$ cat src/rtl/nn_pkg.sv
// Shared definitions for the nn core memory subsystem: RAM geometry, requester
// port indices and the peripheral address map used by the upstream decoder.
package nn_pkg;

    localparam int RAM_SIZE   = 1024;
    localparam int RAM_ADDR_W = 10;
    localparam int N_PORTS    = 3;

    typedef enum logic [1:0] {
        PORT_D = 2'd0,
        PORT_F = 2'd1,
        PORT_H = 2'd2
    } port_e;

    // Peripheral window; these addresses are steered away before the arbiter.
    localparam logic [31:0] PF_KEY = 32'hFFFF_0000;
    localparam logic [31:0] PF_LED = 32'hFFFF_0004;
    localparam logic [31:0] PF_VGA = 32'hFFFF_8000;

    // Reduces ptr+offset (0..5) modulo the number of ports.
    function automatic port_e port_wrap(input logic [2:0] v);
        case (v)
            3'd0, 3'd3: return PORT_D;
            3'd1, 3'd4: return PORT_F;
            default:    return PORT_H;
        endcase
    endfunction

    function automatic port_e port_next(input port_e k);
        return port_wrap(3'(k) + 3'd1);
    endfunction

endpackage

$ cat src/rtl/nn_mem_arbiter_if.sv
// One requester-side RAM access port: request/accept handshake plus the
// registered read response and error strobe.
interface nn_mem_arbiter_if;
    logic        req;
    logic        we;
    logic [31:0] addr;
    logic [31:0] wdata;
    logic        gnt;
    logic        rvalid;
    logic [31:0] rdata;
    logic        err;

    modport master (output req, we, addr, wdata, input gnt, rvalid, rdata, err);
    modport slave  (input req, we, addr, wdata, output gnt, rvalid, rdata, err);
endinterface

$ cat src/rtl/nn_rr_pick3.sv
// Combinational 3-way round-robin selector: starting at ptr, the first eligible
// port wins and is reported as a one-hot grant.
module nn_rr_pick3
    import nn_pkg::*;
(
    input  logic [2:0] eligible,
    input  port_e      ptr,
    output logic [2:0] grant,
    output logic       valid
);

    always_comb begin
        // NOTE: every output gets a default before the loop so no path leaves it unassigned (no latch).
        grant = '0;
        valid = 1'b0;
        for (int i = 0; i < N_PORTS; i++) begin
            if (!valid && eligible[port_wrap(3'(ptr) + 3'(i))]) begin
                grant[port_wrap(3'(ptr) + 3'(i))] = 1'b1;
                valid = 1'b1;
            end
        end
    end

endmodule

$ cat src/rtl/nn_mem_arbiter.sv
// Round-robin arbiter sharing the single-port word RAM between CPU data,
// CPU fetch and host loader ports, with a one-cycle registered read response.
module nn_mem_arbiter
    import nn_pkg::*;
#(
    parameter int RAM_WORDS = RAM_SIZE,
    parameter int ADDR_W    = RAM_ADDR_W
) (
    input  logic                CLK,
    input  logic                RST_N,
    nn_mem_arbiter_if.slave     d,
    nn_mem_arbiter_if.slave     f,
    nn_mem_arbiter_if.slave     h,
    input  logic                h_lock,
    output logic                ram_en,
    output logic                ram_we,
    output logic [ADDR_W-1:0]   ram_addr,
    output logic [31:0]         ram_wdata,
    input  logic [31:0]         ram_rdata
);

    if (RAM_WORDS != 2 ** ADDR_W) begin : g_bad_depth
        $error("nn_mem_arbiter: RAM_WORDS must equal 2**ADDR_W");
    end

    logic [2:0]  req_v;
    logic [2:0]  eligible;
    logic [2:0]  grant;
    logic        grant_valid;
    port_e       ptr;
    port_e       ptr_nxt;
    port_e       win;
    logic        sel_we;
    logic [31:0] sel_addr;
    logic [31:0] sel_wdata;
    logic        sel_oor;
    logic        unused_addr_lsb;

    logic        rsp_valid;
    logic        rsp_err;
    logic        rsp_zero;
    port_e       rsp_owner;
    logic        rsp_live;
    logic        err_live;

    // Reset blocks grants combinationally so nothing reaches the RAM while held.
    assign req_v    = {h.req, f.req, d.req};
    assign eligible = !RST_N ? 3'b000 : (h_lock ? {h.req, 2'b00} : req_v);

    nn_rr_pick3 u_pick (
        .eligible (eligible),
        .ptr      (ptr),
        .grant    (grant),
        .valid    (grant_valid)
    );

    assign d.gnt = grant[PORT_D];
    assign f.gnt = grant[PORT_F];
    assign h.gnt = grant[PORT_H];

    always_comb begin
        win       = PORT_D;
        sel_we    = d.we;
        sel_addr  = d.addr;
        sel_wdata = d.wdata;
        if (grant[PORT_F]) begin
            win       = PORT_F;
            sel_we    = f.we;
            sel_addr  = f.addr;
            sel_wdata = f.wdata;
        end else if (grant[PORT_H]) begin
            win       = PORT_H;
            sel_we    = h.we;
            sel_addr  = h.addr;
            sel_wdata = h.wdata;
        end
    end

    // Word access only; the byte offset is deliberately ignored.
    assign unused_addr_lsb = ^sel_addr[1:0];
    assign sel_oor   = |sel_addr[31:ADDR_W+2];
    assign ram_en    = grant_valid & ~sel_oor;
    assign ram_we    = ram_en & sel_we;
    assign ram_addr  = sel_addr[ADDR_W+1:2];
    assign ram_wdata = sel_wdata;

    always_comb begin
        ptr_nxt = ptr;
        if (grant_valid) begin
            ptr_nxt = port_next(win);
        end
    end

    // NOTE: state registers use non-blocking assignments; reset is synchronous, sampled on CLK.
    always_ff @(posedge CLK) begin
        if (!RST_N) begin
            ptr       <= PORT_D;
            rsp_valid <= 1'b0;
            rsp_err   <= 1'b0;
        end else begin
            ptr       <= ptr_nxt;
            rsp_valid <= grant_valid & ~sel_we;
            rsp_err   <= grant_valid & sel_oor;
        end
    end

    // NOTE: owner/zero are pure payload, only consumed when rsp_valid/rsp_err are set, so no reset.
    always_ff @(posedge CLK) begin
        rsp_owner <= win;
        rsp_zero  <= sel_oor;
    end

    // A response launched just before reset is suppressed while reset is held.
    assign rsp_live = rsp_valid & RST_N;
    assign err_live = rsp_err & RST_N;

    assign d.rvalid = rsp_live & (rsp_owner == PORT_D);
    assign f.rvalid = rsp_live & (rsp_owner == PORT_F);
    assign h.rvalid = rsp_live & (rsp_owner == PORT_H);

    assign d.rdata = (rsp_live && rsp_owner == PORT_D && !rsp_zero) ? ram_rdata : 32'h0;
    assign f.rdata = (rsp_live && rsp_owner == PORT_F && !rsp_zero) ? ram_rdata : 32'h0;
    assign h.rdata = (rsp_live && rsp_owner == PORT_H && !rsp_zero) ? ram_rdata : 32'h0;

    assign d.err = err_live & (rsp_owner == PORT_D);
    assign f.err = err_live & (rsp_owner == PORT_F);
    assign h.err = err_live & (rsp_owner == PORT_H);

endmodule

$ cat src/flat_wrapper.sv
// flat-port wrapper written by rule: the top's interface ports become plain ports
module nn_mem_arbiter_flat import nn_pkg::*;
#(
    parameter int RAM_WORDS = RAM_SIZE,
    parameter int ADDR_W    = RAM_ADDR_W
)
  (CLK, RST_N, h_lock, ram_en, ram_we, ram_addr, ram_wdata, ram_rdata, d_req, d_we, d_addr, d_wdata, d_gnt, d_rvalid, d_rdata, d_err, f_req, f_we, f_addr, f_wdata, f_gnt, f_rvalid, f_rdata, f_err, h_req, h_we, h_addr, h_wdata, h_gnt, h_rvalid, h_rdata, h_err);
  nn_mem_arbiter_if d_i ();
  nn_mem_arbiter_if f_i ();
  nn_mem_arbiter_if h_i ();
  input  logic CLK;
  input  logic RST_N;
  input  logic h_lock;
  output logic ram_en;
  output logic ram_we;
  output logic [ADDR_W-1:0] ram_addr;
  output logic [31:0] ram_wdata;
  input  logic [31:0] ram_rdata;
  input wire logic [$bits(d_i.req)-1:0] d_req;
  input wire logic [$bits(d_i.we)-1:0] d_we;
  input wire logic [$bits(d_i.addr)-1:0] d_addr;
  input wire logic [$bits(d_i.wdata)-1:0] d_wdata;
  output wire logic [$bits(d_i.gnt)-1:0] d_gnt;
  output wire logic [$bits(d_i.rvalid)-1:0] d_rvalid;
  output wire logic [$bits(d_i.rdata)-1:0] d_rdata;
  output wire logic [$bits(d_i.err)-1:0] d_err;
  input wire logic [$bits(f_i.req)-1:0] f_req;
  input wire logic [$bits(f_i.we)-1:0] f_we;
  input wire logic [$bits(f_i.addr)-1:0] f_addr;
  input wire logic [$bits(f_i.wdata)-1:0] f_wdata;
  output wire logic [$bits(f_i.gnt)-1:0] f_gnt;
  output wire logic [$bits(f_i.rvalid)-1:0] f_rvalid;
  output wire logic [$bits(f_i.rdata)-1:0] f_rdata;
  output wire logic [$bits(f_i.err)-1:0] f_err;
  input wire logic [$bits(h_i.req)-1:0] h_req;
  input wire logic [$bits(h_i.we)-1:0] h_we;
  input wire logic [$bits(h_i.addr)-1:0] h_addr;
  input wire logic [$bits(h_i.wdata)-1:0] h_wdata;
  output wire logic [$bits(h_i.gnt)-1:0] h_gnt;
  output wire logic [$bits(h_i.rvalid)-1:0] h_rvalid;
  output wire logic [$bits(h_i.rdata)-1:0] h_rdata;
  output wire logic [$bits(h_i.err)-1:0] h_err;
  assign d_i.req = d_req;
  assign d_i.we = d_we;
  assign d_i.addr = d_addr;
  assign d_i.wdata = d_wdata;
  assign d_gnt = d_i.gnt;
  assign d_rvalid = d_i.rvalid;
  assign d_rdata = d_i.rdata;
  assign d_err = d_i.err;
  assign f_i.req = f_req;
  assign f_i.we = f_we;
  assign f_i.addr = f_addr;
  assign f_i.wdata = f_wdata;
  assign f_gnt = f_i.gnt;
  assign f_rvalid = f_i.rvalid;
  assign f_rdata = f_i.rdata;
  assign f_err = f_i.err;
  assign h_i.req = h_req;
  assign h_i.we = h_we;
  assign h_i.addr = h_addr;
  assign h_i.wdata = h_wdata;
  assign h_gnt = h_i.gnt;
  assign h_rvalid = h_i.rvalid;
  assign h_rdata = h_i.rdata;
  assign h_err = h_i.err;
  nn_mem_arbiter #(.RAM_WORDS(RAM_WORDS), .ADDR_W(ADDR_W)) u_core (.CLK(CLK), .RST_N(RST_N), .d(d_i), .f(f_i), .h(h_i), .h_lock(h_lock), .ram_en(ram_en), .ram_we(ram_we), .ram_addr(ram_addr), .ram_wdata(ram_wdata), .ram_rdata(ram_rdata));
endmodule
$ cat config.mk
export PLATFORM = sky130hd
export DESIGN_NAME = nn_mem_arbiter_flat
export DESIGN_NICKNAME = d
export VERILOG_FILES = /design/src/rtl/nn_pkg.sv /design/src/rtl/nn_mem_arbiter_if.sv /design/src/rtl/nn_rr_pick3.sv /design/src/rtl/nn_mem_arbiter.sv /design/src/flat_wrapper.sv
export SDC_FILE = /design/constraint.sdc
export NUM_CORES = 1
export LEC_CHECK = 0
export ABC_AREA = 1
export CORE_AREA = 2 2 149 151
export DETAILED_ROUTE_END_ITERATION = 6
export DIE_AREA = 0 0 151 153
export PLACE_DENSITY = 0.42
export SLEW_MARGIN = 20
export SYNTH_ARGS = -nofsm -noshare
export SYNTH_HDL_FRONTEND = slang
export SYNTH_SLANG_ARGS = --single-unit
$ cat constraint.sdc
create_clock -name CLK -period 7 [get_ports CLK]
set_clock_uncertainty 0.2 [all_clocks]
set_input_delay 1.4 -clock CLK [delete_from_list [all_inputs] [get_ports CLK]]
set_output_delay 1.4 -clock CLK [all_outputs]
set_load 0.005 [all_outputs]
# Yosys cells after proc, flatten, opt, wreduce, memory -nomap -nowiden
# Index checks and enable logic that the tools add are counted.
# word_totals
ff_bits	7
latch_bits	0
ram_bits	0
rom_bits	0
input_bits	233
out_inout_bits	149
elab_cells	111
n_memories	0
# classes
addsub	3
multipliers	0
div	0
n_lt_le_gt_ge	9
n_eq_ne	13
n_shift	0
muxes	38
bitwise_logic	16
n_reduce_logical	27
# op_table
op	n
$mux W32	7
$reduce_or A20 Y1	1
$lt A2 B3 Y1 const B	6
$pmux W2 S2	4
$reduce_or A2 Y1	7
$and A1 B1 Y1	12
$logic_not A3 Y1	4
$mux W2	6
$mux W3	4
$logic_and A1 B1 Y1	11
$mux W1	11
$eq A3 B1 Y1 const B	3
$eq A3 B2 Y1 const B	3
$eq A3 B3 Y1 const B	3
$add A2 B1 Y3 const B	2
$bmux W1 S2	3
$demux W1 S2	3
$ge A2 B1 Y1 const B	3
$or A3 B3 Y3	2
$eq A2 B1 Y1 const B	2
$eq A2 B2 Y1 const B	2
$add A2 B2 Y3 const B	1
$logic_not A1 Y1	3
$logic_not A2 Y1	1
$not A1 Y1	2

# Depth between registers and ports, before layout
# depth
depth_word	24
ltp_mapped	15
depth_no_buf	15

# Modules after synthesis
# Synthesis repeated with hierarchy kept, for this count alone.
# hier_totals
cells_unflattened	475
hier_area_um2	2177.1
# modules_own_cells
mod	n_inst	cells_each	area_per_inst_um2	seq_area_each_um2
nn_mem_arbiter	1	422	1896.8	140.1
nn_rr_pick3	1	53	280.3	0.0

# Worst setup path before layout
# OpenSTA, ideal clock, no wires.
# synth_path
path_kind	input port to output port
start	in RST_N
end	out ram_addr[1]
arrival_ns	2.632
required_time_ns	5.400
setup_slack_ns	2.768
cell_stages	14
path_cell_list	buf_6 -> nand3_1 -> nand2_1 -> nand3_2 -> nand2_2 -> inv_2 -> nand3_1 -> nor2_2 -> inv_2 -> nand2_4 -> nor2_8 -> buf_6 -> nand2_2 -> nand3_1
# synth_between
elab_chain_len	12
word_cells_on_any_way	20
cone_classes	mux (14); bitwise (2); reduce/logical (4)
# synth_lines
element	line	text
from (decl)	flat_wrapper.sv:12	input logic RST_N;
$mux W3 (*)	nn_mem_arbiter.sv:48	assign eligible = !RST_N ? 3'b000 : (h_lock ? {h.req, 2'b00} : req_v);
$bmux W1 S2	nn_rr_pick3.sv:17	if (!valid && eligible[port_wrap(3'(ptr) + 3'(i))]) begin
$mux W1 (not written as such)	nn_rr_pick3.sv:17	
$mux W1	nn_rr_pick3.sv:17	
$logic_not A1 Y1	nn_rr_pick3.sv:17	
$logic_and A1 B1 Y1	nn_rr_pick3.sv:17	
$mux W1	nn_rr_pick3.sv:17	
$logic_not A1 Y1	nn_rr_pick3.sv:17	
$logic_and A1 B1 Y1	nn_rr_pick3.sv:17	
$mux W3 (*)	nn_rr_pick3.sv:17	
$mux W32	nn_mem_arbiter.sv:71	end else if (grant[PORT_H]) begin
$mux W32 (*)	nn_mem_arbiter.sv:66	if (grant[PORT_F]) begin
to (decl)	flat_wrapper.sv:16	output logic [ADDR_W-1:0] ram_addr;
# Mark *: on every way between the ends. The rest lies on a longest branch, timed or not. The select of a mux whose other input is x is not followed.

# Worst setup path after layout
# layout_path
start	in RST_N
end	out ram_wdata[10]
# layout_between
elab_chain_len	12
word_cells_on_any_way	20
cone_classes	mux (14); bitwise (2); reduce/logical (4)
# layout_lines
element	line	text
$mux W3 (*)	nn_mem_arbiter.sv:48	
$bmux W1 S2	nn_rr_pick3.sv:17	
$mux W1 (not written as such)	nn_rr_pick3.sv:17	
$mux W1	nn_rr_pick3.sv:17	
$logic_not A1 Y1	nn_rr_pick3.sv:17	
$logic_and A1 B1 Y1	nn_rr_pick3.sv:17	
$mux W1	nn_rr_pick3.sv:17	
$logic_not A1 Y1	nn_rr_pick3.sv:17	
$logic_and A1 B1 Y1	nn_rr_pick3.sv:17	
$mux W3 (*)	nn_rr_pick3.sv:17	
$mux W32	nn_mem_arbiter.sv:71	
$mux W32 (*)	nn_mem_arbiter.sv:66	
to (decl)	flat_wrapper.sv:17	output logic [31:0] ram_wdata;
# Marked as above.

==> reports/results.ini <==
[global_routing]
grt_start_max_net_pins = 47
grt_pass1_vias = 4042
grt_usage_pct = 12.5
grt-ovfl-total = 0
antenna_found_initial = 0
grt_pass1_wl_mm = 22.4

[floorplanning]
die_w_um = 151
coreArea_sq_um = 21500
row_count = 54
die_h_um = 153
dieArea_sq_um = 23100
start_util_pct = 9.89
boundaryPins = 382

[status]
status = completed

[sta]
fin_crit_sh_pct = 84.6
worst_pin_slew_ns = 0.911
fin_crit_ns = 5.92
tns_ns = 0
grt_setup_unrepaired = false
setup_viol = 0
final_hold_viol_count = 0
layout_setup_ws_ns = 1.08
drv_slew = 0
fmax_mhz = 169
maxSlewHeadroom_pct = 39.1

[synth]
syn_nets = 674
synth_top_area_share_pct = 24.0
synth-seq-cells = 7
ys_async_sr_fraction_pct = 0
synth.yosys.seq_area_share_pct = 6.59
synth_area_per_cell_sq_um = 4.86
synthTopCellsByArea = nand2_1, nor2_1, nand3_1, inv_1, dfxtp_1
ys_types = 25
syn_area_sq_um = 2130
yosys.area.top_type = nand2_1
synth_cells = 437
synth-edff-count = 0
ys.warnings.count = 0
synth_flop_cell = dfxtp_1

[setup_path]
cp_common_cell = nand2_2
slowest_delay_ns = 0.68
crit_required_ns = 5.40
worstPathArrival_ns = 4.32
cpMaxStageDelayCell = clkdlybuf4s50_1
cp_top_family = simple AND/OR/NAND/NOR gates
crit_type = input pin to primary output
path_buf_inv = 2
path_max_fanout = 43
start_kind = input pin
end_kind = primary output
path_cells = clkdlybuf4s50_1, nand2_2, o21ai_1, nand2_1, nor2_2, nand2_2, nand2_2, nor2_8, nor2_8, nand2_1, nand3_1, clkdlybuf4s50_1

[clocking]
postCtsSetupBuffers = 0
cts_resized = 0
cts.htree.levels = 1
cts_tree = done
clk_pin_slew_worst_paths_ns = 0.04
ctsRootBufferMaster = clkbuf_16
cts_buffers = 3
cts_num_sinks = 7
clkLatencyLatePin_ns = 0.23
hold_buffers = 0
clockBufferDepth = 2

[routing]
avgViaCountPerCell = 3.77
drtIter0Drc = 130
ant_nets = 0
firstDrtPassIters = 4
drcViolationCount = 0
wl_per_cell_um = 14.7
detailroute.via_count = 4066
drt_wl_total_mm = 15.8

[cells_and_area]
drive_above_1_share_pct = 4.39
final_area_sq_um = 6170
diodes = 0
area_delta_synth_final_pct = 190
fill_cells = 2416
final_nets = 1036
finalNonFillerCells = 1078

[placed_design]
placed_cells = 1074
dpl_cell_area_sq_um = 6090
place_ws_ns = 0.999
hpwlAfterDp_mm = 13.8
numPortBuffers = 375
routabilityCongestion = 0.820

[pwr]
ir_worst_vdd_mv = 0.141
powerDensity_nw_per_um2 = 258
p_leak_nw = 2.56
power_mw = 1.59

[job]
drv_cap = 0

[worst_hold_path]
hold_path.class = register to register

-- power by group --
| part | internal, mW | switching, mW | total (mW) |
|---|---|---|---|
| registers | 0.0590 | 0.0117 | 0.0707 |
| logic | 0.723 | 0.701 | 1.42 |
| clock network | 0.0757 | 0.0206 | 0.0963 |
| total | 0.858 | 0.733 | 1.59 |
-- per-layer routing --
layer | part of all wire [%] | routed length, um | vias to the layer above | global-route usage (%)
met5 | 0 | 0 | - | 0
met4 | 1.6 | 255 | 0 | 2.31
met3 | 10 | 1610 | 14 | 2.99
met2 | 53 | 8380 | 254 | 25.3
met1 | 35 | 5590 | 1722 | 12.9
li1 | - | - | 2076 | -
-- synth_stat cells (2+ instances only) --
cell      count
nand4_1       5
nand2_2      16
o21ai_0       2
nor2_1      101
ha_1          4
nor2_8        2
nor3_1        6
nand2_1     136
dfxtp_1       7
clkbuf_1      9
inv_1        48
buf_6         9
nor2_2        2
buf_4         4
nand3b_1      3
nand3_1      57
nor4_1       15
inv_2         4
-- stage by stage --
stage                     util (%)  hold WS, ns
final                         28.7        0.418
after global routing          28.7        0.472
after CTS                     28.7        0.432
after detailed placement      28.4        0.409
after global placement        28.4        0.393
after floorplan                  -        0.349
-- tightest hold or removal path, stage by stage (launching register included) --
cell	delay [ns]
dfxtp_1	0.36
o21ai_0	0.11
nor2_1	0.10
-- logic make-up (layout without fill, tap and decap cells) --
family,after synthesis,count (layout),synth area share [%]
adders and majority gates,4,4,2.35
and+or+nand+nor,347,347,72.7
AOI/OAI and AO/OA,4,4,1.12
DFF,7,7,6.59
buffers and inverters,75,436,17.2
-- layout make-up --
cell class              count  area (sq um)  area share, %
flip-flops and latches      7           140           2.27
inverters                  53           201           3.26
multi-input cells         355          1620           26.2
repair buffers            379          3780           61.3
clock buffers               4          78.8           1.28
well taps                 280           350           5.67
-- placed cells by master, fill, tap and decap left out --
| cell type | synthesis | layout |
|---|---|---|
| buf_4 | 4 | 4 |
| clkbuf_1 | 9 | 1 |
| clkbuf_16 | 0 | 3 |
| clkdlybuf4s50_1 | 0 | 375 |
| dfxtp_1 | 7 | 7 |
| ha_1 | 4 | 4 |
| inv_1 | 48 | 48 |
| inv_2 | 4 | 4 |
| inv_4 | 1 | 1 |
| nand2_1 | 136 | 136 |
| nand2_2 | 16 | 16 |
| nand2_4 | 1 | 1 |
| nand3_1 | 57 | 57 |
| nand3_2 | 1 | 1 |
| nand3b_1 | 3 | 3 |
| nand4_1 | 5 | 5 |
| nor2_1 | 101 | 101 |
| nor2_2 | 2 | 2 |
| nor2_4 | 1 | 1 |
| nor2_8 | 2 | 2 |
| nor3_1 | 6 | 6 |
| nor3b_1 | 1 | 1 |
| nor4_1 | 15 | 15 |
| o21ai_0 | 2 | 2 |
| o21ai_1 | 1 | 1 |
| o221ai_1 | 1 | 1 |
-- state kept, by name (all words and copies together) (netlist names) --
name              count
u_core.rsp_err        1
u_core.rsp_zero       1
u_core.rsp_owner      2
u_core.rsp_valid      1
u_core.ptr            2
-- worst paths after layout --
check	start	end	slack, ns	cells past startpoint
worst min-delay path	u_core.ptr[0]$_SDFFE_PN0P_	u_core.ptr[0]$_SDFFE_PN0P_	0.42	2
worst max-delay path	RST_N	ram_wdata[10]	1.08	12
worst min register to register	u_core.ptr[0]$_SDFFE_PN0P_	u_core.ptr[0]$_SDFFE_PN0P_	0.42	2
worst max register to register	u_core.ptr[0]$_SDFFE_PN0P_	u_core.rsp_err$_SDFF_PN0_	4.13	16
Power figures use the tool's default switching activity.
